File: src/rtl/lif_spike_scheduler.sv
// Time-multiplexed LIF neuron layer: integrates weights, sweeps one comparator.
// Optional build macro LIF_LEAK_EN enables leak of non-firing neurons.
module lif_spike_scheduler #(
    parameter int N_NEURONS  = 16,
    parameter int IDX_W      = 4,
    parameter int LEAK_SHIFT = 3
) (
    input  logic                 clk,
    input  logic                 rst_n,
    input  logic [7:0]           threshold,
    input  logic                 syn_valid,
    output logic                 syn_ready,
    input  logic [IDX_W-1:0]     syn_idx,
    input  logic [7:0]           syn_weight,
    input  logic                 step_start,
    output logic                 busy,
    output logic                 step_done,
    output logic                 spk_valid,
    output logic [IDX_W-1:0]     spk_idx,
    output logic [N_NEURONS-1:0] spk_vec
);

    typedef enum logic [1:0] {IDLE, SCAN, DONE} state_t;

    localparam logic [IDX_W:0]   N_LIM = (IDX_W+1)'(N_NEURONS);
    localparam logic [IDX_W-1:0] LAST  = IDX_W'(N_NEURONS - 1);
`ifdef LIF_LEAK_EN
    localparam bit LEAK_EN = 1'b1;
`else
    localparam bit LEAK_EN = 1'b0;
`endif

    state_t               state_q, state_d;
    logic [IDX_W-1:0]     ptr_q, ptr_d;
    logic [7:0]           thr_q, thr_d;
    logic [7:0]           mem_q [N_NEURONS];
    logic [7:0]           mem_d [N_NEURONS];
    logic [N_NEURONS-1:0] vec_q, vec_d;
    logic                 spk_valid_q, spk_valid_d;
    logic [IDX_W-1:0]     spk_idx_q, spk_idx_d;

    logic                 syn_hit;
    logic signed [9:0]    acc;
    logic [7:0]           acc_sat;
    logic [7:0]           cur_mem;
    logic [7:0]           leak_mem;
    logic                 fire;

    // Weight add is done in 10-bit signed so over/underflow clamps instead of wrapping
    always_comb begin
        syn_hit = syn_valid && (state_q == IDLE) && ({1'b0, syn_idx} < N_LIM);
        acc = $signed({2'b00, mem_q[syn_idx]})
            + $signed({{2{syn_weight[7]}}, syn_weight});
        if (acc[9]) begin
            acc_sat = 8'd0;
        end else if (acc[8]) begin
            acc_sat = 8'd255;
        end else begin
            acc_sat = acc[7:0];
        end
        cur_mem  = mem_q[ptr_q];
        fire     = $signed({1'b0, cur_mem}) >= $signed({thr_q[7], thr_q});
        leak_mem = LEAK_EN ? cur_mem - (cur_mem >> LEAK_SHIFT) : cur_mem;
    end

    always_ff @(posedge clk or negedge rst_n) begin
        if (!rst_n) begin
            state_q <= IDLE;
        end else begin
            state_q <= state_d;
        end
    end

    always_comb begin
        state_d = state_q;
        case (state_q)
            IDLE:    if (step_start) state_d = SCAN;
            SCAN:    if (ptr_q == LAST) state_d = DONE;
            DONE:    state_d = IDLE;
            default: state_d = IDLE;
        endcase
    end

    always_comb begin
        syn_ready = (state_q == IDLE);
        busy      = (state_q == SCAN);
        step_done = (state_q == DONE);
        spk_valid = spk_valid_q;
        spk_idx   = spk_idx_q;
        spk_vec   = vec_q;
    end

    always_comb begin
        mem_d       = mem_q;
        thr_d       = thr_q;
        vec_d       = vec_q;
        ptr_d       = ptr_q;
        spk_valid_d = 1'b0;
        spk_idx_d   = spk_idx_q;
        if (syn_hit) begin
            mem_d[syn_idx] = acc_sat;
        end
        if (state_q == IDLE && step_start) begin
            thr_d = threshold;
            vec_d = '0;
            ptr_d = '0;
        end
        if (state_q == SCAN) begin
            ptr_d = ptr_q + 1'b1;
            if (fire) begin
                mem_d[ptr_q] = 8'd0;
                vec_d[ptr_q] = 1'b1;
                spk_valid_d  = 1'b1;
                spk_idx_d    = ptr_q;
            end else begin
                mem_d[ptr_q] = leak_mem;
            end
        end
    end

    always_ff @(posedge clk or negedge rst_n) begin
        if (!rst_n) begin
            for (int i = 0; i < N_NEURONS; i++) mem_q[i] <= 8'd0;
            ptr_q       <= '0;
            thr_q       <= 8'd0;
            vec_q       <= '0;
            spk_valid_q <= 1'b0;
            spk_idx_q   <= '0;
        end else begin
            mem_q       <= mem_d;
            ptr_q       <= ptr_d;
            thr_q       <= thr_d;
            vec_q       <= vec_d;
            spk_valid_q <= spk_valid_d;
            spk_idx_q   <= spk_idx_d;
        end
    end

endmodule

File: config.mk
export PLATFORM = sky130hd
export DESIGN_NAME = lif_spike_scheduler
export DESIGN_NICKNAME = d
export VERILOG_FILES = /design/src/rtl/lif_spike_scheduler.sv
export SDC_FILE = /design/constraint.sdc
export NUM_CORES = 1
export LEC_CHECK = 0
export BUFFER_PORTS_ARGS = -buffer_cell sky130_fd_sc_hd__buf_2
export CAP_MARGIN = 15
export CORE_ASPECT_RATIO = 1.75
export CORE_MARGIN = 2
export CORE_UTILIZATION = 45
export CTS_BUF_LIST = sky130_fd_sc_hd__clkbuf_8
export CTS_CLUSTER_SIZE = 30
export DETAILED_ROUTE_END_ITERATION = 12
export SYNTH_ARGS = -nofsm -noshare
export SYNTH_HDL_FRONTEND = slang
export SYNTH_SLANG_ARGS = --single-unit
File: constraint.sdc
create_clock -name clk -period 10 [get_ports clk]
set_clock_uncertainty 0.05 [all_clocks]
set_input_delay 0.5 -clock clk [delete_from_list [all_inputs] [get_ports clk]]
set_output_delay 0.5 -clock clk [all_outputs]
set_load 0.005 [all_outputs]
### After elaboration in Yosys (flattened, before gate mapping)

Cells that the tools add are included.

| word-level totals | value |
|---|---|
| register bits after elaboration | 163 |
| bits of input ports | 24 |
| output and inout port bits | 24 |
| word-level logic and storage cells | 79 |

| operators by class | value |
|---|---|
| $add $sub $neg | 2 |
| $lt $le $gt $ge | 7 |
| equal/unequal tests | 5 |
| multiplexer cells | 29 |
| bitwise gates (word level) | 5 |
| reductions and logical operators | 9 |

Operators by type and width:

| operator | count |
|---|---|
| $mux 128 | 3 |
| $bwmux 128 | 2 |
| $and 128x128->128 | 1 |
| $not 128->128 | 1 |
| $bmux 8 s4 | 2 |
| $demux 8 s4 | 2 |
| $mux 8 | 8 |
| $mux 16 | 3 |
| $or 16x16->16 | 1 |
| $add 9x8->10 | 1 |
| $ge 5x5->1 const B | 2 |
| $lt 5x1->1 const B | 2 |
| $not 4->5 | 2 |
| $ge 9x8->1 | 1 |
| $mux 4 | 2 |
| $logic_and 1x1->1 | 5 |
| $lt 4x5->1 const B | 1 |
| $add 4x1->4 const B | 1 |
| $demux 1 s4 | 1 |
| $eq 4x4->1 const B | 1 |
| $ge 4x1->1 const B | 1 |
| $mux 2 | 2 |
| $ne 2x1->1 const B | 2 |
| $pmux 2 s2 | 1 |
| 6 further kinds | 9 |

### Depth between registers and ports, before layout

| logic depth | value |
|---|---|
| depth in word-level cells | 12 |
| gate-level depth with buffers | 16 |
| depth with buffers taken out | 11 |

### Worst setup path after synthesis

No wires, ideal clock.

| timing | value |
|---|---|
| path kind | input-to-reg |
| from | input syn_idx[0] |
| to | register mem_q[104] in the netlist's numbering |
| setup time | 0.132 ns |
| arrival | 4.099 ns |
| data required time | 9.818 ns |
| path slack | 5.719 ns |
| stages on the path | 13 |
| path buffers | 3 |
| cell sequence | buf_2 buf_2 mux4_2 mux4_2 ha_1 fa_1 a211oi_2 o21ai_2 o211ai_4 o21bai_4 buf_6 a221oi_1 a21oi_2 |

RTL lines:

| what | RTL line | text |
|---|---|---|
| start: declaration | 13 | `input logic [IDX_W-1:0] syn_idx,` |
| end signal: assignment | 130 | `mem_q <= mem_d;` |
| end: declaration | 36 | `logic [7:0] mem_q [N_NEURONS];` |

==> metrics.csv <==
stage,metric,value,unit
clock_network,number of post-CTS setup repair buffers,0,
global_routing,aggregate global-route resource usage,28.91,%
global_routing,largest net degree at the start of global routing,100,
routing,post-detailed-route via-to-cell ratio,6.878,
place,number of buffers added on ports,47,
finish,proportion of layout cells with a drive suffix above 1,26.55,%
critical_path,"critical path fanouts, max",25,
routing,first-pass iteration count of the detailed router,5,
clock_network,CTS root buffer,sky130_fd_sc_hd__clkbuf_8,
power_and_ir_drop,worst vdd ir,0.0002489,V
global_routing,total overflow reported by the global router,0,
synth,total standard cell area after synthesis,10180,um2
critical_path,startpoint-to-endpoint class of the critical path,register to register,
synth,count of different cell masters after synthesis,56,
floorplanning,horizontal extent of the die,117.7,um
sta,count of endpoints failing setup in the final report,0,
sta,final setup margin,4.956,ns
sta,Final Hold Vio Count,0,
routing,Starting DRT DRC Count,634,
critical_path,nature of the critical path endpoint,register,
power_and_ir_drop,pwr/cell area,399.4,nW/um2
sta,setup TNS,0,ns
clock_network,Num CTS Buffers,17,
sta,highest clock rate,0.1983,GHz
sta,post-layout minimum cycle time,5.044,ns
status,result of the run,"finished, final reports clean",
power_and_ir_drop,static power due to leakage,4.385,nW
routing,wire per inst,28.25,um
clock_network,clk sinks,163,
critical_path,Reg2Reg Depth,12,
place,Post-DP HPWL,22140,um
floorplanning,I/O pin cnt,48,
finish,post-synthesis to final-layout area growth,6.601,%
critical_path,origin of the critical flop-to-flop path,ptr_q[0]$_DFFE_PN0P_,
sta,unrepaired setup endpoints after global routing,false,
synth,sequential element share of the synthesized area,40.07,%
place,routability-driven placement congestion ratio,0.9210,
critical_path,kind of launch point of the worst setup path,register,
critical_path,data arrival time of the critical path,5.31,ns
synth,yosys warns,0,
clock_network,total of cells resized after clock tree synthesis,0,
min_path,Hold Path Class,input pin to async pin,
clock_network,TritonCTS clock tree,built,
clock_network,H-Tree Level Count,4,
synth,number of nets in the synthesized netlist,920,
floorplanning,DIE HEIGHT,203.0,um
sta,Slew headroom,19.71,%
place,worst slack at placement,4.868,ns
floorplanning,Initial Util,45.93,%
clock_network,clock insertion delay at the later pin of the skew report,0.50,ns
routing,overall via count from detail_route,8151,
floorplanning,number of standard-cell rows in the floorplan,72,
finish,final net count,923,
clock_network,CTS Hold Buffers Added,0,
finish,Inserted Diodes,0,
floorplanning,Core Footprint,22160,um2
routing,wire length reported by the detailed router,33470,um
critical_path,data required time of the critical path,10.27,ns
global_routing,global-route wire length before repair,50880,um
finish,FILL cells,2070,
global_routing,antenna violations before repair,0,
sta,Final period util,50.44,%
floorplanning,area enclosed by the die boundary,23890,um2
synth,Synth Instances,873,
critical_path,"setup slack, reg-to-reg",4.96,ns
clock_network,buffer levels on the longest clock path,2,
synth,post-synthesis area per instance,11.66,um2
sta,Worst Max-Slew Pin Slew,1.200,ns
routing,number of remaining DRC errors,0,
synth,synthesized flop and latch total,163,
routing,number of nets with antenna violations after detailed routing,0,
clock_network,clock transition at the registers of the reported paths,0.09,ns
global_routing,number of global-route vias before repair,8089,
run,max-cap check violation count,0,
critical_path,worst r2r dst,mem_q[38]$_DFF_PN0_,
sta,Final Max Tran Viols,0,
==> critical path, stage by stage (launching register included) <==
cell and delay (ns):
sky130_fd_sc_hd__dfrtp_2 0.63, sky130_fd_sc_hd__buf_4 0.54, sky130_fd_sc_hd__mux4_2 0.63, sky130_fd_sc_hd__a22oi_1 0.36
sky130_fd_sc_hd__nand2_1 0.16, sky130_fd_sc_hd__ha_1 0.29, sky130_fd_sc_hd__and3_1 0.19, sky130_fd_sc_hd__o21ai_1 0.11
sky130_fd_sc_hd__a21o_1 0.22, sky130_fd_sc_hd__a211oi_4 0.19, sky130_fd_sc_hd__buf_4 0.37, sky130_fd_sc_hd__nand2b_1 0.85
sky130_fd_sc_hd__a22oi_1 0.21
==> synthesized netlist by cell type, drive strengths merged <==
cell type  number  area share, %
or2             1          0.062
and2            5           0.31
a22oi          65            4.8
xor2            2           0.17
and4b           3           0.30
dfrtp         163             40
o21ba           1          0.098
clkbuf         23           0.86
nand2          34            1.3
buf            64            4.3
nor4b           2           0.38
mux4           72             16
a211oi          5           0.47
inv            15           0.55
fa              1           0.20
nor2b          10           0.61
a211o           2           0.17
a32oi           1          0.086
mux2i           1           0.22
a22o           17            1.5
o21bai          2           0.37
a21oi         135            7.0
mux2           12            1.3
nor2           19           0.73
nand4           1          0.062
ha             22            2.7
and3            4           0.25
o21ai          25            1.9
o211ai          9           0.80
xnor2           3           0.26
o22ai           1           0.12
and4            1          0.086
a221oi         78            6.9
nor3           15            2.0
nand3          43            2.2
a21o            6           0.44
nand2b         10           0.61
==> metrics by stage <==
step / hold WS (ns) / utilization (%) / instances / power, mW / instance area (um2)
6_report: 0.06781 / 48.96 / 1185 / 4.333 / 10850
5_1_grt: 0.1144 / 48.96 / 1185 / 4.574 / 10850
4_1_cts: 0.08793 / 48.91 / 1184 / 4.300 / 10840
3_5_place_dp: 0.4292 / 47.20 / 1152 / 3.819 / 10460
3_3_place_gp: 0.4284 / 47.20 / 1152 / 3.773 / 10460
2_1_floorplan: 0.1544 / - / 873 / 3.116 / 10180
==> report_power, final <==
group / internal, mW / total, mW / switching (mW)
sequential: 0.988 / 1.27 / 0.284
clock: 0.205 / 0.478 / 0.272
combinational: 0.995 / 2.58 / 1.59
total: 2.19 / 4.33 / 2.14
==> layer usage <==
metal	vias to the layer above	share of wire, %	global-route usage, %
met1	4177	37	34.40
met4	0	6.6	18.89
li1	3502	-	-
met2	383	50	47.45
met3	89	6.4	5.983
met5	-	0	0
==> worst max path at each step <==
| stage | from | endpoint |
|---|---|---|
| after floorplan | syn_idx[0] | mem_q[104]$_DFF_PN0_ |
| after global placement | syn_idx[0] | mem_q[79]$_DFF_PN0_ |
| after detailed placement | syn_idx[0] | mem_q[79]$_DFF_PN0_ |
| after CTS | ptr_q[0]$_DFFE_PN0P_ | mem_q[38]$_DFF_PN0_ |
| after global routing | ptr_q[0]$_DFFE_PN0P_ | mem_q[46]$_DFF_PN0_ |
| final | ptr_q[0]$_DFFE_PN0P_ | mem_q[38]$_DFF_PN0_ |
==> layout by cell type (no fill, tap or decap), drive strengths merged, types with 2 or more instances in the layout <==
cell type | Yosys | layout
a211o | 2 | 2
a211oi | 5 | 5
a21o | 6 | 6
a21oi | 135 | 135
a221oi | 78 | 78
a22o | 17 | 17
a22oi | 65 | 65
and2 | 5 | 5
and3 | 4 | 4
and4b | 3 | 3
buf | 64 | 71
clkbuf | 23 | 18
clkinv | 0 | 2
clkinvlp | 0 | 6
dfrtp | 163 | 163
ha | 22 | 22
inv | 15 | 20
mux2 | 12 | 12
mux4 | 72 | 72
nand2 | 34 | 34
nand2b | 10 | 10
nand3 | 43 | 43
nor2 | 19 | 19
nor2b | 10 | 10
nor3 | 15 | 15
nor4b | 2 | 2
o211ai | 9 | 9
o21ai | 25 | 25
o21bai | 2 | 2
xnor2 | 3 | 3
xor2 | 2 | 2
==> cell type report <==
| cell class | count | area, um2 | share of cell area, % |
|---|---|---|---|
| Clock buffer | 18 | 247.7 | 2.283 |
| Clock inverter | 14 | 131.4 | 1.211 |
| Tap cell | 296 | 370.4 | 3.413 |
| Sequential cell | 163 | 4080 | 37.60 |
| Multi-Input combinational cell | 608 | 5539 | 51.05 |
| Timing Repair Buffer | 71 | 425.4 | 3.921 |
| Inverter | 15 | 56.30 | 0.5189 |
==> state kept, by name, indices dropped and copies added (netlist names) <==
signal and count:
mem_q 128, spk_vec 16, thr_q 8, ptr_q 4
spk_idx 4, state_q 2, spk_valid 1
==> logic make-up (layout without fill, tap and decap cells) <==
logic type / after synthesis / after routing / share of synthesized area [%]
AOI/OAI and AO/OA: 347 / 347 / 24.61
adders and majority gates: 23 / 23 / 2.901
buffers and inverters: 102 / 118 / 5.679
and+or+nand+nor: 148 / 148 / 8.826
DFF: 163 / 163 / 40.07
xor gates and xnor gates: 5 / 5 / 0.4303
muxes: 85 / 85 / 17.48
Note: power is estimated with default switching activity, not from simulation.
